[src/rtl/riscv_pipe_pkg.sv]
// Shared pipeline definitions: register-specifier width, mux3 forward-select
// codes and the shadow-slot records kept by the hazard tracker.
package riscv_pipe_pkg;

   localparam int REG_W = 5;

   localparam logic [1:0] FWD_RF  = 2'b00;
   localparam logic [1:0] FWD_WB  = 2'b01;
   localparam logic [1:0] FWD_MEM = 2'b10;

   typedef struct packed {
      logic             valid;
      logic [REG_W-1:0] rs1;
      logic [REG_W-1:0] rs2;
      logic [REG_W-1:0] rd;
      logic             regwrite;
      logic             load;
   } e_slot_t;

   typedef struct packed {
      logic             valid;
      logic [REG_W-1:0] rd;
      logic             regwrite;
   } mw_slot_t;

endpackage

[src/rtl/hazard_tracker_if.sv]
// Pipeline <-> hazard tracker bundle: ID-stage specifiers and branch resolution
// in, forwarding selects, stall/flush controls and event counters out.
interface hazard_tracker_if #(
   parameter int CNT_W = 16
);
   import riscv_pipe_pkg::*;

   logic [REG_W-1:0] Rs1D;
   logic [REG_W-1:0] Rs2D;
   logic [REG_W-1:0] RdD;
   logic             RegWriteD;
   logic             LoadD;
   logic             PCSrcE;
   logic [1:0]       ForwardAE;
   logic [1:0]       ForwardBE;
   logic             StallF;
   logic             StallD;
   logic             FlushD;
   logic             FlushE;
   logic [CNT_W-1:0] stall_cnt;
   logic [CNT_W-1:0] flush_cnt;

   modport master (
      output Rs1D, Rs2D, RdD, RegWriteD, LoadD, PCSrcE,
      input  ForwardAE, ForwardBE, StallF, StallD, FlushD, FlushE,
      input  stall_cnt, flush_cnt
   );

   modport slave (
      input  Rs1D, Rs2D, RdD, RegWriteD, LoadD, PCSrcE,
      output ForwardAE, ForwardBE, StallF, StallD, FlushD, FlushE,
      output stall_cnt, flush_cnt
   );

endinterface

[src/rtl/hazard_tracker_fwd_sel.sv]
// Forward select for one EX operand: MEM result beats WB result, and x0 is
// never forwarded because its architectural value is always zero.
module fwd_sel
   import riscv_pipe_pkg::*;
(
   input  logic [REG_W-1:0] src_i,
   input  mw_slot_t         m_i,
   input  mw_slot_t         w_i,
   output logic [1:0]       sel_o
);

   always_comb begin
      sel_o = FWD_RF;
      if (w_i.valid && w_i.regwrite && (w_i.rd != '0) && (w_i.rd == src_i))
         sel_o = FWD_WB;
      if (m_i.valid && m_i.regwrite && (m_i.rd != '0) && (m_i.rd == src_i))
         sel_o = FWD_MEM;
   end

endmodule

[src/rtl/hazard_tracker.sv]
// Hazard controller for the 5-stage core: shadows E/M/W specifiers, drives the
// EX forwarding selects, load-use stall, branch flushes and saturating counters.
module hazard_tracker
   import riscv_pipe_pkg::*;
#(
   parameter int CNT_W = 16
) (
   input  logic            clk,
   input  logic            rst_n,
   hazard_tracker_if.slave hz
);

   logic             d_valid_q, d_valid_d;
   e_slot_t          e_q, e_d;
   mw_slot_t         m_q, m_d;
   mw_slot_t         w_q, w_d;
   logic [CNT_W-1:0] stall_cnt_q, stall_cnt_d;
   logic [CNT_W-1:0] flush_cnt_q, flush_cnt_d;

   logic       lu;
   logic       stall;
   logic       flush_d;
   logic       flush_e;
   logic [1:0] fwd_a;
   logic [1:0] fwd_b;

   function automatic logic [CNT_W-1:0] sat_inc(input logic [CNT_W-1:0] v);
      return (&v) ? v : v + 1'b1;
   endfunction

   fwd_sel u_fwd_a (.src_i(e_q.rs1), .m_i(m_q), .w_i(w_q), .sel_o(fwd_a));
   fwd_sel u_fwd_b (.src_i(e_q.rs2), .m_i(m_q), .w_i(w_q), .sel_o(fwd_b));

   // A taken branch dominates a load-use hazard: the dependent instruction is
   // squashed anyway, so stalling would only waste a cycle.
   assign lu      = e_q.valid && e_q.load && (e_q.rd != '0) && d_valid_q &&
                    ((e_q.rd == hz.Rs1D) || (e_q.rd == hz.Rs2D));
   assign stall   = lu && !hz.PCSrcE;
   assign flush_e = lu || hz.PCSrcE;
   assign flush_d = hz.PCSrcE;

   always_comb begin
      e_d = '0;
      if (!flush_e && d_valid_q)
         e_d = '{valid: 1'b1, rs1: hz.Rs1D, rs2: hz.Rs2D, rd: hz.RdD,
                 regwrite: hz.RegWriteD, load: hz.LoadD};
      m_d = '{valid: e_q.valid, rd: e_q.rd, regwrite: e_q.regwrite};
      w_d = m_q;
      if (flush_d)
         d_valid_d = 1'b0;
      else if (stall)
         d_valid_d = d_valid_q;
      else
         d_valid_d = 1'b1;
      stall_cnt_d = stall   ? sat_inc(stall_cnt_q) : stall_cnt_q;
      flush_cnt_d = flush_d ? sat_inc(flush_cnt_q) : flush_cnt_q;
   end

   always_ff @(posedge clk) begin
      if (!rst_n) begin
         d_valid_q   <= 1'b0;
         e_q         <= '0;
         m_q         <= '0;
         w_q         <= '0;
         stall_cnt_q <= '0;
         flush_cnt_q <= '0;
      end else begin
         d_valid_q   <= d_valid_d;
         e_q         <= e_d;
         m_q         <= m_d;
         w_q         <= w_d;
         stall_cnt_q <= stall_cnt_d;
         flush_cnt_q <= flush_cnt_d;
      end
   end

   // While in reset the pipeline registers are held cleared and nothing forwards.
   always_comb begin
      hz.ForwardAE = rst_n ? fwd_a : FWD_RF;
      hz.ForwardBE = rst_n ? fwd_b : FWD_RF;
      hz.StallF    = rst_n && stall;
      hz.StallD    = rst_n && stall;
      hz.FlushD    = !rst_n || flush_d;
      hz.FlushE    = !rst_n || flush_e;
      hz.stall_cnt = stall_cnt_q;
      hz.flush_cnt = flush_cnt_q;
   end

endmodule

[src/flat_wrapper.sv]
// flat-port wrapper written by rule: the top's interface ports become plain ports
module hazard_tracker_flat import riscv_pipe_pkg::*;
#(
   parameter int CNT_W = 16
)
  (clk, rst_n, hz_Rs1D, hz_Rs2D, hz_RdD, hz_RegWriteD, hz_LoadD, hz_PCSrcE, hz_ForwardAE, hz_ForwardBE, hz_StallF, hz_StallD, hz_FlushD, hz_FlushE, hz_stall_cnt, hz_flush_cnt);
  hazard_tracker_if #(.CNT_W(CNT_W)) hz_i ();
  input  logic clk;
  input  logic rst_n;
  input wire logic [$bits(hz_i.Rs1D)-1:0] hz_Rs1D;
  input wire logic [$bits(hz_i.Rs2D)-1:0] hz_Rs2D;
  input wire logic [$bits(hz_i.RdD)-1:0] hz_RdD;
  input wire logic [$bits(hz_i.RegWriteD)-1:0] hz_RegWriteD;
  input wire logic [$bits(hz_i.LoadD)-1:0] hz_LoadD;
  input wire logic [$bits(hz_i.PCSrcE)-1:0] hz_PCSrcE;
  output wire logic [$bits(hz_i.ForwardAE)-1:0] hz_ForwardAE;
  output wire logic [$bits(hz_i.ForwardBE)-1:0] hz_ForwardBE;
  output wire logic [$bits(hz_i.StallF)-1:0] hz_StallF;
  output wire logic [$bits(hz_i.StallD)-1:0] hz_StallD;
  output wire logic [$bits(hz_i.FlushD)-1:0] hz_FlushD;
  output wire logic [$bits(hz_i.FlushE)-1:0] hz_FlushE;
  output wire logic [$bits(hz_i.stall_cnt)-1:0] hz_stall_cnt;
  output wire logic [$bits(hz_i.flush_cnt)-1:0] hz_flush_cnt;
  assign hz_i.Rs1D = hz_Rs1D;
  assign hz_i.Rs2D = hz_Rs2D;
  assign hz_i.RdD = hz_RdD;
  assign hz_i.RegWriteD = hz_RegWriteD;
  assign hz_i.LoadD = hz_LoadD;
  assign hz_i.PCSrcE = hz_PCSrcE;
  assign hz_ForwardAE = hz_i.ForwardAE;
  assign hz_ForwardBE = hz_i.ForwardBE;
  assign hz_StallF = hz_i.StallF;
  assign hz_StallD = hz_i.StallD;
  assign hz_FlushD = hz_i.FlushD;
  assign hz_FlushE = hz_i.FlushE;
  assign hz_stall_cnt = hz_i.stall_cnt;
  assign hz_flush_cnt = hz_i.flush_cnt;
  hazard_tracker #(.CNT_W(CNT_W)) u_core (.clk(clk), .rst_n(rst_n), .hz(hz_i));
endmodule
[config.mk]
export PLATFORM = sky130hd
export DESIGN_NAME = hazard_tracker_flat
export DESIGN_NICKNAME = d
export VERILOG_FILES = /design/src/rtl/riscv_pipe_pkg.sv /design/src/rtl/hazard_tracker_if.sv /design/src/rtl/hazard_tracker_fwd_sel.sv /design/src/rtl/hazard_tracker.sv /design/src/flat_wrapper.sv
export SDC_FILE = /design/constraint.sdc
export NUM_CORES = 1
export LEC_CHECK = 0
export BUFFER_PORTS_ARGS = -buffer_cell sky130_fd_sc_hd__clkbuf_2
export CAP_MARGIN = 20
export CORE_UTILIZATION = 49
export CTS_CLUSTER_SIZE = 16
export DETAILED_ROUTE_END_ITERATION = 6
export PLACE_DENSITY_LB_ADDON = 0.05
export SYNTH_ARGS = -nofsm -noshare
export SYNTH_HDL_FRONTEND = slang
export SYNTH_SLANG_ARGS = --single-unit
[constraint.sdc]
create_clock -name clk -period 1.6 [get_ports clk]
set_input_delay 0.08 -clock clk [delete_from_list [all_inputs] [get_ports clk]]
set_output_delay 0.08 -clock clk [all_outputs]
set_load 0.03 [all_outputs]
# After elaboration in Yosys (flattened, before gate mapping)
# Cells that the tools add are included.
# word_totals
regBits	65
wordCells	64
input_bits	20
out_inout_bits	40
# classes
reduce_logical	31
n_eq_ne	6
bitwise	3
addsub	2
n_mux	7
# op_table
cell	n
$add 16x1->16 const B	2
$reduce_and 16->1	2
$eq 5x5->1	6
$mux 18	1
$logic_and 1x1->1	15
$reduce_bool 5->1	3
$mux 2	4
$reduce_and 2->1	3
$logic_or 1x1->1	4
$logic_not 1->1	3
$not 1->1	3
$mux 1	2
$reduce_or 2->1	1

# Logic depth before layout (Yosys ltp)
# Gate-level depths: netlist of run 1.
# logic_depth
word_depth	8
mapped_depth	6
mapped_depth_nobuf	6

# Cells and area by module
# A second synthesis of run 1 with hierarchy kept.
# unflattened
cells_unflattened	338
area_unflattened_um2	3099.2
# modules_own_cells
mod	area_each_um2	seq_area_each_um2	instances	cells_per_inst
hazard_tracker	2783.9	1301.2	1	300
fwd_sel	157.7	0.0	2	19

# Worst setup path after synthesis of run 1
# No wires, ideal clock.
# synth_path
path_type	reg2out
start	reg u_core.m_q[2] (netlist name)
end	out hz_ForwardBE[0]
path_buffers	0
arrival_time_ns	2.120
t_required_ns	1.520
path_slack_ns	-0.600
path_stages_with_launch	5
cell_sequence	dfxtp_1 -> or4_1 -> o211ai_1 -> nor4_1 -> nor4_1
# synth_between
elab_chain_cells	5
word_cells_on_any_way	6
cone_classes	eq/ne (1); mux (2); reduce/logical (3)
# synth_lines
element	line_no	source
start, declared	hazard_tracker.sv:15	mw_slot_t m_q, m_d;
start signal, assigned	hazard_tracker.sv:70	m_q <= m_d;
$reduce_bool 5->1	hazard_tracker_fwd_sel.sv:16	if (m_i.valid && m_i.regwrite && (m_i.rd != '0) && (m_i.rd == src_i))
$logic_and 1x1->1	hazard_tracker_fwd_sel.sv:16	
$logic_and 1x1->1 (*)	hazard_tracker_fwd_sel.sv:16	
$mux 2 (*)	hazard_tracker_fwd_sel.sv:16	
$mux 2 (*)	hazard_tracker.sv:80	hz.ForwardBE = rst_n ? fwd_b : FWD_RF;
end, declared	flat_wrapper.sv:17	output wire logic [$bits(hz_i.ForwardBE)-1:0] hz_ForwardBE;
# Every way passes the cells marked *; elsewhere a longest branch is shown, timed or not.

# Final worst setup path of run 1
# layout_path
start	reg u_core.w_q[4] (netlist name)
end	out hz_ForwardBE[0]
# layout_between
elab_chain_cells	6
word_cells_on_any_way	7
cone_classes	eq/ne (1); mux (3); reduce/logical (3)
# layout_lines
element	line_no	source
start, declared	hazard_tracker.sv:16	mw_slot_t w_q, w_d;
start signal, assigned	hazard_tracker.sv:71	w_q <= w_d;
$reduce_bool 5->1	hazard_tracker_fwd_sel.sv:14	if (w_i.valid && w_i.regwrite && (w_i.rd != '0) && (w_i.rd == src_i))
$logic_and 1x1->1	hazard_tracker_fwd_sel.sv:14	
$logic_and 1x1->1 (*)	hazard_tracker_fwd_sel.sv:14	
$mux 1 (*)	hazard_tracker_fwd_sel.sv:14	
$mux 2 (*)	hazard_tracker_fwd_sel.sv:16	
$mux 2 (*)	hazard_tracker.sv:80	
# Marked as above.

==> results of run 1 <==
==> flip-flops by register name, indices dropped and copies added (netlist names) <==
name                 count
u_core.w_q               7
u_core.m_q               7
u_core.e_q              18
u_core.d_valid_q         1
u_core.hz.flush_cnt     16
u_core.hz.stall_cnt     16
==> metrics by stage <==
stage,area (sq um),hold WS [ns],util,setup WS (ns)
2_1_floorplan,3080,0.233,-,-0.102
3_3_place_gp,3810,0.310,0.648,-0.131
3_5_place_dp,3810,0.315,0.648,-0.170
4_1_cts,4500,0.000632,0.765,-0.432
5_1_grt,4900,0.00792,0.832,-0.498
6_report,4900,0.0172,0.832,-0.442
==> placed cells by master, fill, tap and decap left out, types with 16 or more instances in the layout <==
| master | n |
|---|---|
| dfxtp_2 | 23 |
| and2_1 | 22 |
| nand2_1 | 16 |
| clkbuf_2 | 52 |
| xor2_1 | 18 |
| nor2_1 | 18 |
| dfxtp_1 | 35 |
| buf_4 | 49 |
| buf_6 | 16 |
==> power groups by stage <==
stage / combinational [mW] / clock [mW] / sequential (mW)
6_report: 0.328 / 1.41 / 1.64
5_1_grt: 0.348 / 1.49 / 1.64
3_5_place_dp: 0.202 / 0 / 1.68
4_1_cts: 0.269 / 1.40 / 1.64
2_1_floorplan: 0.101 / 0 / 1.69
3_3_place_gp: 0.199 / 0 / 1.68
==> worst paths after layout <==
kind | cells after the start | to
setup / recovery | 5 | hz_ForwardBE[0]
hold / removal | 2 | u_core.e_q[14]
setup reg to reg | 7 | u_core.hz.stall_cnt[4]
hold reg to reg | 1 | u_core.m_q[0]
==> cells in the mapped netlist (all sizes together) (2+ instances only) <==
cell / n
dfxtp: 65
nor4b: 3
o21ai: 8
nor3: 6
clkbuf: 7
and4: 4
o211ai: 2
nand2b: 6
o31ai: 3
or3: 6
nand2: 19
and3: 27
inv: 4
xor2: 18
mux2i: 5
or4: 6
xnor2: 23
nor2: 20
nor4: 6
nand4: 11
and2: 22
ha: 2
a21oi: 15
buf: 5
nor3b: 4
nand3: 14
a211oi: 2
==> kinds of logic (layout without fill, tap and decap cells) <==
logic type | count (synthesis) | after routing | synth area share
AO/OA/AOI/OAI | 38 | 38 | 0.0831
flip-flops | 65 | 65 | 0.436
AND/OR/NAND/NOR | 157 | 157 | 0.308
XOR/XNOR | 41 | 41 | 0.120
multiplexers | 5 | 5 | 0.0168
buffers and inverters | 17 | 158 | 0.0273
adder cells (fa/ha/maj) | 2 | 2 | 0.00839
==> layer usage <==
metal  routed length (microns)  GRT usage
met3                       377     0.0503
met4                       148      0.121
met1                      3890      0.344
met2                      4440      0.413
met5                         0          0
==> cell type report <==
type	count	area share
Timing Repair Buffer	138	0.230
Clock inverter	3	0.00818
Tap cell	75	0.0192
Sequential cell	65	0.277
Inverter	5	0.00383
Multi-Input combinational cell	243	0.430
Clock buffer	12	0.0317
==> worst reg2reg max path, cell delays in order, from the launching register on <==
cell and delay, ns:
dfxtp_4 0.40, xnor2_2 0.13, nand2_2 0.09, buf_6 0.12
o22a_4 0.28, buf_8 0.17, nor4b_4 0.29, mux2i_1 0.24
==> timing repair <==
action,CTS,global route
hold buffers,7,0
endpoints found under the setup margin,25,47
gates resized for setup,69,70
gates cloned,2,3
pin swaps,25,23
setup buffers,9,7
hold endpoints to repair,7,0
==> run_results.csv, run 1 <==
group,metric,value,unit
cells_and_area,instances_no_fill,541,
synthesis,synth_edf_count,0,
critical_path,worst_setup_path_start_kind,"register",
clocking,htreeDepth,3,
synthesis,synth.distinct_cells,44,
synthesis,postSynthCellCount,325,
critical_path,cp.arrival,1.96,ns
cells_and_area,regArea,1360,sq um
sta,period_share,1.28,
outcome,outcome,"complete, but fails checks",
floorplan,pin_count,60,
critical_path,r2r_setup_slack,-0.22,ns
power,p_int,2.58,mW
sta,setup_viol,35,
synthesis,netlist.area_leader.share,0.436,
power,power_switching,0.801,mW
drt,vias_per_cell,5.49,
clocking,cts-root-buf,"clkbuf_8",
critical_path,critical_path_class,"reg -> out",
cells_and_area,multi_input_area,2100,sq um
drt,drt_iter0_drc,165,
synthesis,synth_ff_type,"dfxtp_1",
floorplan,fp.dieW,80.0,microns
drt,wl,8860,microns
floorplan,fp.dieH,80.0,microns
synthesis,synth-warning-count,0,
power,leakagePower,2.16,nW
critical_path,path_max_fanout,2,
synthesis,yosys-top-cells-area,"dfxtp_1 44%, xnor2_1 6.8%, and3_1 5.7%",
critical_path,cp-startpoint,"u_core.w_q[4]",
sta,min_period,2.04,ns
sta,slew_headroom,0.702,
sta,fin_skew,0.0100,ns
power,p_sw_frac,0.237,
synthesis,yosys.area.top_type,"dfxtp_1",
job,drv_cap,0,
floorplan,rows,28,
synthesis,async_flop_share,0,
clocking,clk_path_buf_depth,2,
clocking,cts.sinks,65,
sta,fmax,490,MHz
grt,overflow,0,
cells_and_area,area_delta_synth_final,64.2,%
synthesis,syn_area,2980,sq um
drt,vias,2968,
power,total_power,3.38,mW
clocking,cts_tree,"built",
cells_and_area,diodes,0,
power,vdd_drop_max,0.679,mV
critical_path,rr_startpoint,"u_core.e_q[3]",
power,p_clk_frac,0.418,
grt,grt_pass1_vias,2680,
sta,slew_viol_final,0,
drt,drc,0,
placed_design,gp_congestion,0.849,
drt,detail_route.first_pass.iterations,4,
clocking,numCtsBuffers,9,
clocking,cts.clk_slew.worst_paths,0.07,ns
critical_path,crit_path_top_delay_cell,"or4_4",
sta,worstMarginPinSlew,0.443,ns
cells_and_area,n_fill_cell,340,
critical_path,crit_chain,"buf_6 > xor2_1 > or4_4 > nor4_4 > clkbuf_8",
placed_design,placed_cells,499,
floorplan,core,5890,sq um
worst_hold_path,hold_path.startpoint,"hz_Rs1D[2]",
floorplan,initial_core_util,0.507,
synthesis,avgSynthCellArea,9.18,sq um
placed_design,place_hpwl,5060,microns
power,pwr_density_cell,691,nW/um^2
grt,antenna_found_initial,0,
grt,grt_pass1_wl,12700,microns
floorplan,fp.dieArea,6400,sq um
sta,hold_viol,0,
clocking,clock_latency,0.35,ns
power,seq_power_share,0.485,
drt,routedWlPerCell,16.4,microns
sta,rsz0062_at_grt,"true",
cells_and_area,fin_nets,484,
critical_path,required,1.52,ns
grt,grt_usage,0.262,
outcome,violations,"setup timing",
synthesis,syn_nets,347,
critical_path,path_buf_inv,2,
synthesis,ys_seq_area_frac,0.436,
grt,grt_max_degree,32,
power,combPwrFrac,0.097,
drt,ant_nets,0,
critical_path,cpLargestDelayFamily,"simple AND/OR/NAND/NOR gates",
synthesis,ys_ff_latch,65,
sta,tns,-5.21,ns
worst_hold_path,hold_path.class,"in -> reg",
sta,fin_ws,-0.442,ns
placed_design,port_buffers,59,
critical_path,cp_slowest_stage_delay,0.55,ns
critical_path,cp-end-kind,"output port",
cells_and_area,drive_gt1_frac,0.541,
No activity file was read; power rests on OpenSTA's default activity.
==> inputs of run 2 (changes only) <==
==> constraint.sdc (replaced) <==
create_clock -name clk -period 1.69 [get_ports clk]
set_input_delay 0.0845 -clock clk [delete_from_list [all_inputs] [get_ports clk]]
set_output_delay 0.0845 -clock clk [all_outputs]
set_load 0.03 [all_outputs]
==> run 2 against run 1 <==
Against the previous run: the run still ends with setup timing left; clock skew rose by 0.00088 ns; utilization fell by 8.7 points; critical endpoint unchanged; worst hold slack improved by 0.0062 ns; critical path type unchanged; power fell by 8.3%.
==> run_results.csv, run 2 (synthesis results as in run 1) <==
group,metric,value,unit
outcome,outcome,"complete, but fails checks",
outcome,violations,"setup timing",
critical_path,r2r_setup_slack,-0.06,ns
drt,routedWlPerCell,14.2,microns
clocking,cts.clk_slew.worst_paths,0.07,ns
placed_design,gp_congestion,0.853,
drt,wl,7390,microns
sta,min_period,2.08,ns
clocking,numCtsBuffers,9,
floorplan,pin_count,60,
placed_design,place_hpwl,5130,microns
sta,fin_skew,0.0109,ns
placed_design,placed_cells,486,
cells_and_area,diodes,0,
floorplan,core,5890,sq um
critical_path,r2r_end,"u_core.hz.stall_cnt[14]",
critical_path,rr_startpoint,"u_core.hz.stall_cnt[1]",
grt,grt_max_degree,25,
cells_and_area,finish.utilization,0.745,
grt,antenna_found_initial,0,
sta,hold_viol,0,
clocking,cts.sinks,65,
power,leakagePower,1.96,nW
floorplan,initial_core_util,0.507,
sta,period_share,1.23,
sta,setup_viol,7,
drt,drc,0,
grt,grt_pass1_wl,11900,microns
floorplan,fp.dieH,80.0,microns
drt,vias_per_cell,5.20,
floorplan,fp.dieArea,6400,sq um
cells_and_area,final_common_cell,"clkbuf_2",
critical_path,path_max_fanout,2,
drt,detail_route.first_pass.iterations,5,
cells_and_area,regMostFlops,"u_core.e_q",
grt,grt_usage,0.248,
cells_and_area,drive_gt1_frac,0.424,
critical_path,cp-end-kind,"output port",
power,pwr_density_cell,707,nW/um^2
sta,fmax,480,MHz
drt,vias,2711,
critical_path,cp.arrival,2.00,ns
clocking,cts-root-buf,"clkbuf_8",
worst_hold_path,min_to,"u_core.e_q[8]",
job,drv_cap,0,
cells_and_area,largest_reg_flops,18,
worst_hold_path,hold_path.startpoint,"hz_Rs2D[1]",
critical_path,r2r_cells,6,
sta,worstMarginPinSlew,0.606,ns
cells_and_area,fin_nets,463,
floorplan,rows,28,
critical_path,critical_path_class,"reg -> out",
critical_path,worst_setup_path_start_kind,"register",
sta,rsz0062_at_grt,"true",
sta,slew_viol_final,0,
cells_and_area,area_delta_synth_final,47.1,%
cells_and_area,instances_no_fill,521,
clocking,htreeDepth,3,
clocking,clock_latency,0.34,ns
power,total_power,3.10,mW
critical_path,required,1.61,ns
drt,ant_nets,0,
clocking,cts_tree,"built",
worst_hold_path,hold_path.class,"in -> reg",
worst_hold_path,hold_depth,2,
placed_design,port_buffers,59,
drt,drt_iter0_drc,81,
grt,grt_pass1_vias,2518,
sta,slew_headroom,0.593,
cells_and_area,final_cell_mix,"54 x clkbuf_2, 48 x dfxtp_1, 45 x buf_4",
floorplan,fp.dieW,80.0,microns
clocking,clk_path_buf_depth,2,
power,vdd_drop_max,0.681,mV
sta,fin_ws,-0.392,ns
grt,overflow,0,
==> run 2: cell count changes in the layout (fill, tap and decap cells not counted), moves of 3 or more <==
cell / previous run / this run
a21oi_1: 6 / 10
a21oi_2: 8 / 4
and3_1: 15 / 26
and3_4: 12 / 1
buf_4: 49 / 45
buf_6: 16 / 4
clkbuf_8: 15 / 12
dfxtp_1: 35 / 48
dfxtp_2: 23 / 9
nand3_1: 6 / 10
nand3_4: 3 / 0
==> run 2: where the power goes <==
part           switching, mW  total, mW  internal, mW
Sequential            0.0150       1.55          1.54
Combinational          0.131      0.249         0.118
Clock                  0.575       1.30         0.725
Total                  0.721       3.10          2.38
==> run 2: layout make-up <==
type	instances	area, sq um
timing repair buffer	117	836
sequential	65	1340
clock inverter	4	51.3
clock buffer	12	145
multi-input combinational	243	1900
fill	450	1500
tap	75	93.8
inverter	5	18.8
==> run 2: worst max-delay path by stage <==
stage                             start                      end  slack [ns]  cells past startpoint
after floorplan           u_core.m_q[2]          hz_ForwardBE[0]       -0.03                      4
after CTS                 u_core.m_q[2]          hz_ForwardBE[0]       -0.40                      5
after detailed placement  u_core.e_q[3]  u_core.hz.stall_cnt[15]       -0.06                      6
final                     u_core.m_q[2]          hz_ForwardBE[0]       -0.39                      5
after global routing      u_core.m_q[4]          hz_ForwardBE[1]       -0.47                      6
after global placement    u_core.m_q[2]          hz_ForwardBE[0]       -0.02                      5
==> run 2: stage by stage <==
| stage | hold WS (ns) | setup slack (ns) | setup TNS (ns) | area (sq um) |
|---|---|---|---|---|
| after global routing | 0.0259 | -0.467 | -2.51 | 4390 |
| final | 0.0234 | -0.392 | -1.43 | 4390 |
| after global placement | 0.323 | -0.0211 | -0.0471 | 3680 |
| after CTS | 0.00551 | -0.402 | -1.52 | 4190 |
| after detailed placement | 0.319 | -0.0583 | -0.398 | 3680 |
| after floorplan | 0.237 | -0.0286 | -0.0368 | 3060 |
==> run 2: timing repair <==
action / 4_1_cts / 5_1_grt
hold endpoints to repair: 7 / 0
endpoints found under the setup margin: 20 / 25
buffers inserted: 7 / 4
hold buffers: 7 / 0
cloned: 0 / 1
pin swaps: 14 / 21
gates resized for setup: 40 / 36
==> run 2: worst max-delay path, cell delays in order, from the launching register on <==
cell	delay, ns
dfxtp_1	0.31
or4_1	0.51
o211ai_1	0.22
nor4_1	0.14
nor4_4	0.29
clkbuf_8	0.20
==> run 2: per-layer routing <==
metal,GRT usage,share of wire,up-vias
met5,0,0,-
met4,0.0750,0.011,0
met3,0.0606,0.037,8
met2,0.384,0.46,60
met1,0.340,0.49,1252
li1,-,-,1391
==> inputs of run 3 (changes only) <==
--- a/config.mk
+++ b/config.mk
@@ -5,12 +5,14 @@
 export SDC_FILE = /design/constraint.sdc
 export NUM_CORES = 1
 export LEC_CHECK = 0
-export BUFFER_PORTS_ARGS = -buffer_cell sky130_fd_sc_hd__clkbuf_2
+export BUFFER_PORTS_ARGS = -buffer_cell sky130_fd_sc_hd__buf_2
 export CAP_MARGIN = 20
 export CORE_UTILIZATION = 49
 export CTS_CLUSTER_SIZE = 16
 export DETAILED_ROUTE_END_ITERATION = 6
+export GPL_TIMING_DRIVEN = 0
 export PLACE_DENSITY_LB_ADDON = 0.05
 export SYNTH_ARGS = -nofsm -noshare
 export SYNTH_HDL_FRONTEND = slang
 export SYNTH_SLANG_ARGS = --single-unit
+export TNS_END_PERCENT = 10
==> run 3 against run 2 <==
Against the previous run: the run still ends with setup timing left; via count fell by 1.8%; global-route usage fell by 0.54 points; clock skew fell by 0.0037 ns; flip-flop and latch count did not move; utilization fell by 5.7 points; cell area fell by 7.6%; sequential power barely moved; critical path depth rose by 1; worst setup slack improved by 0.0071 ns; register-to-register slack got worse by 0.14 ns; highest routed layer unchanged; die area did not move; combinational power fell by 14%.
==> run_results.csv, run 3 (synthesis results as in run 1) <==
group,metric,value,unit
outcome,outcome,"complete, but fails checks",
outcome,violations,"setup timing",
critical_path,crit_chain,"or4_4 > o211ai_1 > buf_4 > nor4_2 > nor4_4 > buf_6",
cells_and_area,drive_gt1_frac,0.364,
floorplan,fp.dieW,80.0,microns
placed_design,placed_cells,458,
sta,fin_skew,0.00717,ns
floorplan,pin_count,60,
grt,grt_usage,0.243,
cells_and_area,n_fill_cell,464,
sta,fmax,482,MHz
grt,antenna_found_initial,0,
critical_path,critical_path_class,"reg -> out",
drt,drc,0,
worst_hold_path,hold_depth,2,
floorplan,fp.dieArea,6400,sq um
critical_path,cp-end-kind,"output port",
sta,hold_viol,0,
placed_design,place_hpwl,4870,microns
cells_and_area,fin_nets,432,
job,drv_cap,0,
critical_path,cp-startpoint,"u_core.m_q[2]",
floorplan,fp.dieH,80.0,microns
grt,grt_pass1_vias,2457,
cells_and_area,final_cell_mix,"54 x buf_2, 48 x dfxtp_1, 26 x and3_1",
critical_path,path_max_fanout,2,
critical_path,cp_num_cells,6,
worst_hold_path,hold_path.class,"in -> reg",
cells_and_area,regMostFlops,"u_core.e_q",
clocking,numCtsBuffers,9,
critical_path,cp.arrival,1.99,ns
cells_and_area,area_delta_synth_final,35.9,%
critical_path,endpoint,"hz_ForwardBE[0]",
critical_path,required,1.61,ns
placed_design,post-place-ws,-0.239,ns
critical_path,cpLargestDelayFamily,"simple AND/OR/NAND/NOR gates",
drt,routedWlPerCell,14.8,microns
power,total_power,3.13,mW
critical_path,crit_path_top_delay_cell,"or4_4",
drt,ant_nets,0,
power,leakagePower,1.72,nW
drt,vias,2663,
sta,setup_viol,11,
cells_and_area,final_common_cell,"buf_2",
grt,grt_max_degree,19,
clocking,htreeDepth,3,
critical_path,path_buf_inv,2,
power,pwr_density_cell,773,nW/um^2
critical_path,r2r_setup_slack,-0.20,ns
sta,worstMarginPinSlew,0.513,ns
drt,detail_route.first_pass.iterations,4,
critical_path,rr_startpoint,"u_core.hz.stall_cnt[0]",
floorplan,initial_core_util,0.507,
clocking,clk_path_buf_depth,2,
clocking,cts.clk_slew.worst_paths,0.07,ns
drt,wl,7230,microns
cells_and_area,diodes,0,
cells_and_area,instances_no_fill,490,
clocking,cts.sinks,65,
placed_design,gp_congestion,0.819,
sta,slew_viol_final,0,
critical_path,r2r_end,"u_core.hz.stall_cnt[14]",
drt,vias_per_cell,5.43,
clocking,cts-root-buf,"clkbuf_8",
grt,grt_pass1_wl,11800,microns
sta,fin_ws,-0.385,ns
cells_and_area,largest_reg_flops,18,
clocking,cts_tree,"built",
placed_design,port_buffers,58,
critical_path,cp_slowest_stage_delay,0.52,ns
power,vdd_drop_max,0.559,mV
floorplan,core,5890,sq um
critical_path,r2r_cells,6,
drt,drt_iter0_drc,105,
sta,min_period,2.08,ns
sta,rsz0062_at_grt,"true",
critical_path,worst_setup_path_start_kind,"register",
sta,period_share,1.23,
grt,overflow,0,
clocking,clock_latency,0.34,ns
floorplan,rows,28,
sta,slew_headroom,0.658,
[run 3: worst register-to-register path, delay by kind of cell, from the launching register on]
family | cells | cell delay (ns)
AO/OA/AOI/OAI | 1 | 0.14
adder cells (fa/ha/maj) | 1 | 0.19
flip-flops | 1 | 0.37
AND/OR/NAND/NOR | 4 | 1.12
[run 3: worst min-delay path by stage]
stage | from | endpoint | slack [ns]
after floorplan | hz_LoadD | u_core.e_q[0] | 0.24
after global routing | hz_Rs1D[2] | u_core.e_q[14] | 0.02
after detailed placement | hz_RdD[1] | u_core.e_q[3] | 0.32
after CTS | hz_Rs1D[2] | u_core.e_q[14] | 0.006
final | hz_Rs1D[2] | u_core.e_q[14] | 0.01
after global placement | hz_RdD[2] | u_core.e_q[4] | 0.31
[run 3: cell type report]
cell class	instances	area [sq um]	share of cell area
Sequential cell	65	1340	0.330
Tap cell	75	93.8	0.0232
Clock buffer	12	155	0.0383
Multi-Input combinational cell	243	1860	0.459
Clock inverter	4	51.3	0.0127
Buffer	11	62.6	0.0154
Inverter	5	18.8	0.00463
Timing Repair Buffer	75	473	0.117
[run 3: power by group]
part / leakage, nW / total [mW] / switching (mW) / internal, mW
clock: 0.103 / 1.36 / 0.595 / 0.762
combinational: 1.08 / 0.215 / 0.121 / 0.0939
sequential: 0.535 / 1.56 / 0.0205 / 1.54
total: 1.72 / 3.13 / 0.737 / 2.40
[run 3: what timing repair did]
action / CTS / global route
resized for setup: 59 / 20
pin swaps: 12 / 10
gates cloned: 0 / 0
setup buffers: 10 / 0
endpoints found under the setup margin: 35 / 29
hold endpoints to repair: 7 / 0
hold buffers: 7 / 0
[run 3: per-layer routing]
layer / wire (microns) / track usage
met1: 3480 / 0.329
met2: 3280 / 0.377
met3: 337 / 0.0457
met4: 127 / 0.100
met5: 0 / 0
[run 3: per-stage QoR]
stage / TNS (ns) / utilization / instance area, sq um / hold slack [ns]
after floorplan: -0.653 / - / 3020 / 0.237
after global placement: -3.43 / 0.578 / 3400 / 0.315
after detailed placement: -3.84 / 0.578 / 3400 / 0.318
after CTS: -1.91 / 0.677 / 3990 / 0.00638
after global routing: -3.38 / 0.689 / 4050 / 0.0172
final: -1.96 / 0.689 / 4050 / 0.0149
